===== config.mk =====
export PLATFORM = sky130hd
export DESIGN_NAME = interval_timer
export DESIGN_NICKNAME = d
export VERILOG_FILES = /design/src/rtl/final_pkg.sv /design/src/rtl/sensor_debounce.sv /design/src/rtl/interval_timer.sv
export SDC_FILE = /design/constraint.sdc
export NUM_CORES = 1
export LEC_CHECK = 0
export BUFFER_PORTS_ARGS = -buffer_cell sky130_fd_sc_hd__buf_2
export CORE_MARGIN = 2
export CORE_UTILIZATION = 50
export DETAILED_ROUTE_END_ITERATION = 8
export GPL_ROUTABILITY_DRIVEN = 0
export HOLD_SLACK_MARGIN = 0.1
export PLACE_DENSITY = 0.69
export SLEW_MARGIN = 15
export SYNTH_ARGS = -nofsm -noshare
export SYNTH_HDL_FRONTEND = slang
export SYNTH_HIERARCHICAL = 1
export SYNTH_SLANG_ARGS = --single-unit

===== constraint.sdc =====
create_clock -name clk -period 1.7 [get_ports clk]
set_input_delay 0.34 -clock clk [delete_from_list [all_inputs] [get_ports clk]]
set_output_delay 0.34 -clock clk [all_outputs]
set_load 0.01 [all_outputs]

===== src/rtl/final_pkg.sv =====
// Shared types and default constants for the interval timer slice.
package final_pkg;

  typedef enum logic [1:0] {
    TIMING     = 2'd0,
    SHORT_DONE = 2'd1,
    LONG_DONE  = 2'd2
  } state_t;

  localparam int unsigned DEF_CLK_DIV     = 4;
  localparam int unsigned DEF_SHORT_TICKS = 3;
  localparam int unsigned DEF_LONG_TICKS  = 5;
  localparam int unsigned DEF_DEBOUNCE    = 3;

endpackage


===== src/rtl/sensor_debounce.sv =====
// Two-flop synchronizer followed by a stability-count debouncer for the car sensor.
module sensor_debounce
  import final_pkg::*;
#(
  parameter int unsigned DEBOUNCE = DEF_DEBOUNCE
) (
  input  logic clk,
  input  logic R,
  input  logic d_raw,
  output logic q
);

  localparam int unsigned DW = $clog2(DEBOUNCE + 1);

  logic          sync1;
  logic          sync2;
  logic [DW-1:0] stable;

  // q follows sync2 only after DEBOUNCE consecutive disagreeing cycles
  always_ff @(posedge clk or posedge R) begin
    if (R) begin
      sync1  <= 1'b0;
      sync2  <= 1'b0;
      stable <= '0;
      q      <= 1'b0;
    end else begin
      sync1 <= d_raw;
      sync2 <= sync1;
      if (sync2 == q) begin
        stable <= '0;
      end else if (stable == DW'(DEBOUNCE - 1)) begin
        q      <= sync2;
        stable <= '0;
      end else begin
        stable <= stable + DW'(1);
      end
    end
  end

endmodule


===== src/rtl/interval_timer.sv =====
// Prescaled short/long interval timer with restart input and debounced car-sensor flag.
module interval_timer
  import final_pkg::*;
#(
  parameter int unsigned CLK_DIV     = DEF_CLK_DIV,
  parameter int unsigned SHORT_TICKS = DEF_SHORT_TICKS,
  parameter int unsigned LONG_TICKS  = DEF_LONG_TICKS,
  parameter int unsigned DEBOUNCE    = DEF_DEBOUNCE
) (
  input  logic clk,
  input  logic R,
  input  logic IC,
  input  logic C_raw,
  output logic S,
  output logic L,
  output logic C
);

  localparam int unsigned PW = (CLK_DIV > 1) ? $clog2(CLK_DIV) : 1;
  localparam int unsigned CW = $clog2(LONG_TICKS + 1);

  if (SHORT_TICKS == 0 || SHORT_TICKS >= LONG_TICKS || CLK_DIV == 0 || DEBOUNCE == 0)
  begin : g_param_check
    $error("interval_timer: illegal parameter combination");
  end

  logic [PW-1:0] presc;
  logic [CW-1:0] count;
  state_t        state;
  logic          tick;

  assign tick = (presc == PW'(CLK_DIV - 1));

  // IC outranks any coincident tick or state change
  always_ff @(posedge clk or posedge R) begin
    if (R) begin
      presc <= '0;
      count <= '0;
      state <= TIMING;
      S     <= 1'b0;
      L     <= 1'b0;
    end else if (IC) begin
      presc <= '0;
      count <= '0;
      state <= TIMING;
      S     <= 1'b0;
      L     <= 1'b0;
    end else begin
      presc <= tick ? '0 : presc + PW'(1);
      if (tick && count != CW'(LONG_TICKS)) begin
        count <= count + CW'(1);
      end
      case (state)
        TIMING: begin
          if (tick && count == CW'(SHORT_TICKS - 1)) begin
            state <= SHORT_DONE;
            S     <= 1'b1;
          end
        end
        SHORT_DONE: begin
          if (tick && count == CW'(LONG_TICKS - 1)) begin
            state <= LONG_DONE;
            L     <= 1'b1;
          end
        end
        LONG_DONE: begin
          state <= LONG_DONE;
        end
        default: begin
          state <= TIMING;
          S     <= 1'b0;
          L     <= 1'b0;
        end
      endcase
    end
  end

  sensor_debounce #(
    .DEBOUNCE(DEBOUNCE)
  ) u_debounce (
    .clk  (clk),
    .R    (R),
    .d_raw(C_raw),
    .q    (C)
  );

endmodule


After elaboration in Yosys (flattened, before gate mapping)
Index checks and enable logic that the tools add are counted.

Register bits: 14. Input bits: 4. Output and inout port bits: 3. Logic and storage cells: 52.

Add/subtract/negate cells: 3. Equality and inequality tests: 12. Mux-type cells: 16. Bitwise gates (word level): 1. Reductions and logical operators: 11.

Operator list (count): 2-bit two-way mux (7); 3-bit != test (second input constant) (3); 2-bit AND reduction (4); 2-bit equality test (second input constant) (3); 3-bit two-way mux (2); 2-bit one-hot mux with 3 select lines (1); 2-bit by 1-bit adder with 2-bit output (second input constant) (2); 1-bit two-way mux (4); 2-bit by 1-bit != test with 1-bit output (second input constant) (2); 1-bit one-hot mux with 2 select lines (2); 2-bit OR reduction (2); 3-bit by 1-bit adder with 3-bit output (second input constant) (1); 3-bit by 2-bit equality test with 1-bit output (second input constant) (1); 3-bit equality test (second input constant) (1); 1-bit logical AND (3); 2-bit by 1-bit equality test with 1-bit output (second input constant) (1); 2-bit logical NOT (1); 2-bit nonzero test (1); 1-bit equality test (1); 1-bit NOT (1).

Depth between registers and ports, before layout
Depth in word-level cells: 5. Mapped depth: 5.

By module
Netlist, hierarchy kept.

By module, submodules not included: interval_timer (times used 1, cells each 54, area each 545.5 um^2, seq. area each 225.2 um^2); sensor_debounce (times used 1, cells each 11, area each 178.9 um^2, seq. area each 125.1 um^2).

Worst setup path before layout
Ideal clock, no wire load.

Path kind: reg2reg. Start: register count[0]. End: register state[1]. Arrival: 1.200 ns. Data required time: 1.578 ns. Slack: 0.379 ns. Cell stages (with the launch flop): 6. Path through: dfrtp_1 -> inv_1 -> ha_1 -> and3_1 -> or2_1 -> a32o_1.

Cells in the longest elaborated chain, start to end: 4. Elaborated cells on any way between the ends: 7. Classes of those cells: 4 x eq/ne; 3 x reduce/logical.

RTL lines: start: declaration (RTL line interval_timer.sv:28) `logic [CW-1:0] count;`; start signal: assignment (RTL line interval_timer.sv:51) `count <= count + CW'(1);`; 3-bit equality test or 3-bit by 2-bit equality test with 1-bit output (tied branches) (RTL line interval_timer.sv:61, interval_timer.sv:55); 1-bit logical AND (on tied branches) (RTL line interval_timer.sv:61, interval_timer.sv:55); 3-bit != test (no line); 2-bit AND reduction (no line) *; end signal: assignment (RTL line interval_timer.sv:62) `state <= LONG_DONE;`; end signal: assignment (RTL line interval_timer.sv:67) `state <= LONG_DONE;`; end signal: assignment (RTL line interval_timer.sv:70) `state <= TIMING;`; end: declaration (RTL line interval_timer.sv:29) `state_t state;`.

Mark *: on every way between the ends. The rest lies on a longest branch, timed or not. A chain may end at the register's enable or synchronous reset.

Worst setup path after layout
Same ends and word-level chain as after synthesis.

==> flow_summary.toml <==
[yosys]
synthesis.instances = 65
synthSimpleGateAreaFrac = 0.173
yosysSeqAreaShare = 0.484
synth_cell_type_count = 25
synth_top_family_by_area = "simple AND/OR/NAND/NOR gates"
synth_compound_area_frac = 0.0846
ys_ff_latch = 14
ys_warn_count = 6
async_flop_share = 1.00
synth_top_area_frac = 0.484
ys.flop_type = "dfrtp_1"
synth-adder-area-share = 0.138
syn_area_per_cell_sq_um = 11.1
synth.most_common_cell = "dfrtp_1"
synth.net_count = 77
synth_xor_area_frac = 0.0242
synth-edff-count = 0
synth_common_cells = "14 x dfrtp_1, 9 x inv_1, 8 x ha_1"
synthMuxAreaShare = 0.0345
synthTopCellsByArea = "dfrtp_1 48%, ha_1 14%, inv_1 4.7%, nor3_1 3.5%, nor2_1 2.6%"
synth_area_sq_um = 724
synth_top_cell_by_area = "dfrtp_1"

[routing]
drt-pass1-iter-count = 4
wl_per_cell_um = 11.7
drt_iter0_drc = 5
vias_per_cell = 5.11
antenna_left = 0
drc = 0
wirelength_mm = 1.04
vias = 455

[placement]
pre_cts_slack_ps = 302
post-dp-hpwl_um = 833
place_inst = 85
port_buffers = 6

[worst_setup_path]
crit_type = "register to register"
required_ps = 1870
critPathLaunchType = "register"
crit_arrival_ps = 1570
cp_max_fo = 4
setup.worst_path.end_class = "register"

[clocking]
clk_latency_ps = 280
htree_levels = 1
clkSlewWorstSetupHoldPaths_ps = 80
cts_tree = "built"
cts_sinks = 14
cts_max_path_buffers = 2
cts.repair.resized = 0
cts_root_buffer = "clkbuf_4"
numCtsBuffers = 3

[final_layout]
ff_latch_area_sq_um = 350
num-fill-cells = 122
drive_above_1_share = 0.176
multi_input_area_sq_um = 329
area_delta_synth_final_pct = 9.67
final_cells = 89
diodes = 0
layout.nets = 88

[pwr]
peakVddDrop_uv = 565
powerDensity_nw_per_um2 = 906
p_leak_uw = 0.000386

[sta]
setup_viol = 0
slew_viol_final = 0
fmax_mhz = 712
final.setup_skew_ps = 1.49
rsz0062_at_grt = "false"
relSlewSlack = 0.774
fin_ws_ps = 296
finalCritPeriodShare = 0.826
hold_violations = 0
tns_ps = 0
min_period_ps = 1400
tightestPinTransition_ps = 338

[floorplan]
fp.dieW_um = 42.1
start_util = 0.543
dieArea_sq_um = 1770
dieHeight_um = 42.1
rows = 13
core_sq_um = 1330
num_io_pins = 7

[flow_run]
max_cap_viol_count = 0

[global_route]
overflow = 0
antenna_found_initial = 0
grt_pass1_vias = 452
track_usage = 0.145
grt_start_max_net_pins = 11
grt_pass1_wl_mm = 1.90

[hold_path]
worstHoldPathType = "primary input to register"

[status]
outcome = "finished clean"
## cell type report
cell class / instances / share of cell area
clock buffer: 3 / 0.0283
tap: 15 / 0.0236
timing repair buffer: 7 / 0.0504
sequential: 14 / 0.441
multi-input combinational: 41 / 0.414
inverter: 9 / 0.0425
## per-layer routing
metal,up-vias,global-route usage,routed length [um]
met5,-,0,0
met1,214,0.186,550
met2,7,0.216,434
met4,0,0.0563,13
li1,232,-,-
met3,2,0.0647,46
## registers in the layout (all words and copies together), names as in the netlist
name and count:
count 3, u_debounce/q 1, u_debounce/sync1 1, L 1, u_debounce/sync2 1, u_debounce/stable 2
S 1, state 2, presc 2
## per-stage QoR
step / cell area, sq um / utilization / hold WS [ps] / total power (uW)
2_1_floorplan: 724 / - / 119 / 515
3_3_place_gp: 762 / 0.571 / 251 / 542
3_5_place_dp: 762 / 0.571 / 257 / 547
4_1_cts: 795 / 0.596 / 161 / 733
5_1_grt: 795 / 0.596 / 154 / 772
6_report: 795 / 0.596 / 171 / 720
## cell families (layout without fill, tap and decap cells)
| kind of cell | Yosys count | after routing |
|---|---|---|
| multiplexers | 2 | 2 |
| XOR/XNOR | 2 | 2 |
| buffers and inverters | 10 | 19 |
| AO/OA/AOI/OAI | 9 | 9 |
| AND/OR/NAND/NOR | 20 | 20 |
| adder cells (fa/ha/maj) | 8 | 8 |
| flip-flops | 14 | 14 |
## power by group
| group | internal [uW] | switching [uW] | total [uW] |
|---|---|---|---|
| clock network | 82.1 | 98.3 | 180 |
| logic | 77.1 | 49.9 | 127 |
| registers | 375 | 37.4 | 412 |
| total | 534 | 186 | 720 |
## layout by cell type, fill, tap and decap left out, drive strengths merged, types with 2 or more instances in the layout
| cell | netlist | final |
|---|---|---|
| nand2b | 3 | 3 |
| inv | 9 | 9 |
| o21ai | 2 | 2 |
| buf | 1 | 6 |
| clkbuf | 0 | 3 |
| dfrtp | 14 | 14 |
| ha | 8 | 8 |
| nor2 | 5 | 5 |
| xnor2 | 2 | 2 |
| nor3 | 5 | 5 |
| a211oi | 2 | 2 |
## repair_timing
item	CTS	global route
hold endpoints to repair	14	0
setup buffers	0	0
hold buffers	1	0
## worst paths after layout
check	start	to	slack (ps)	cells after the start
hold reg to reg	u_debounce/sync1	u_debounce/sync2	360	0
max in group asynchronous	R	S	870	3
min in group asynchronous	R	u_debounce/sync1	520	3
setup / recovery	count[0]	state[1]	300	5
hold / removal	C_raw	u_debounce/sync1	170	1
setup reg to reg	count[0]	state[1]	300	5
## worst max-delay path: stages (launching register included)
cell	delay, ps
dfrtp_1	410
inv_1	80
ha_1	190
and3_1	160
or2_1	240
a32o_1	220
No activity file was read; power rests on OpenSTA's default activity.
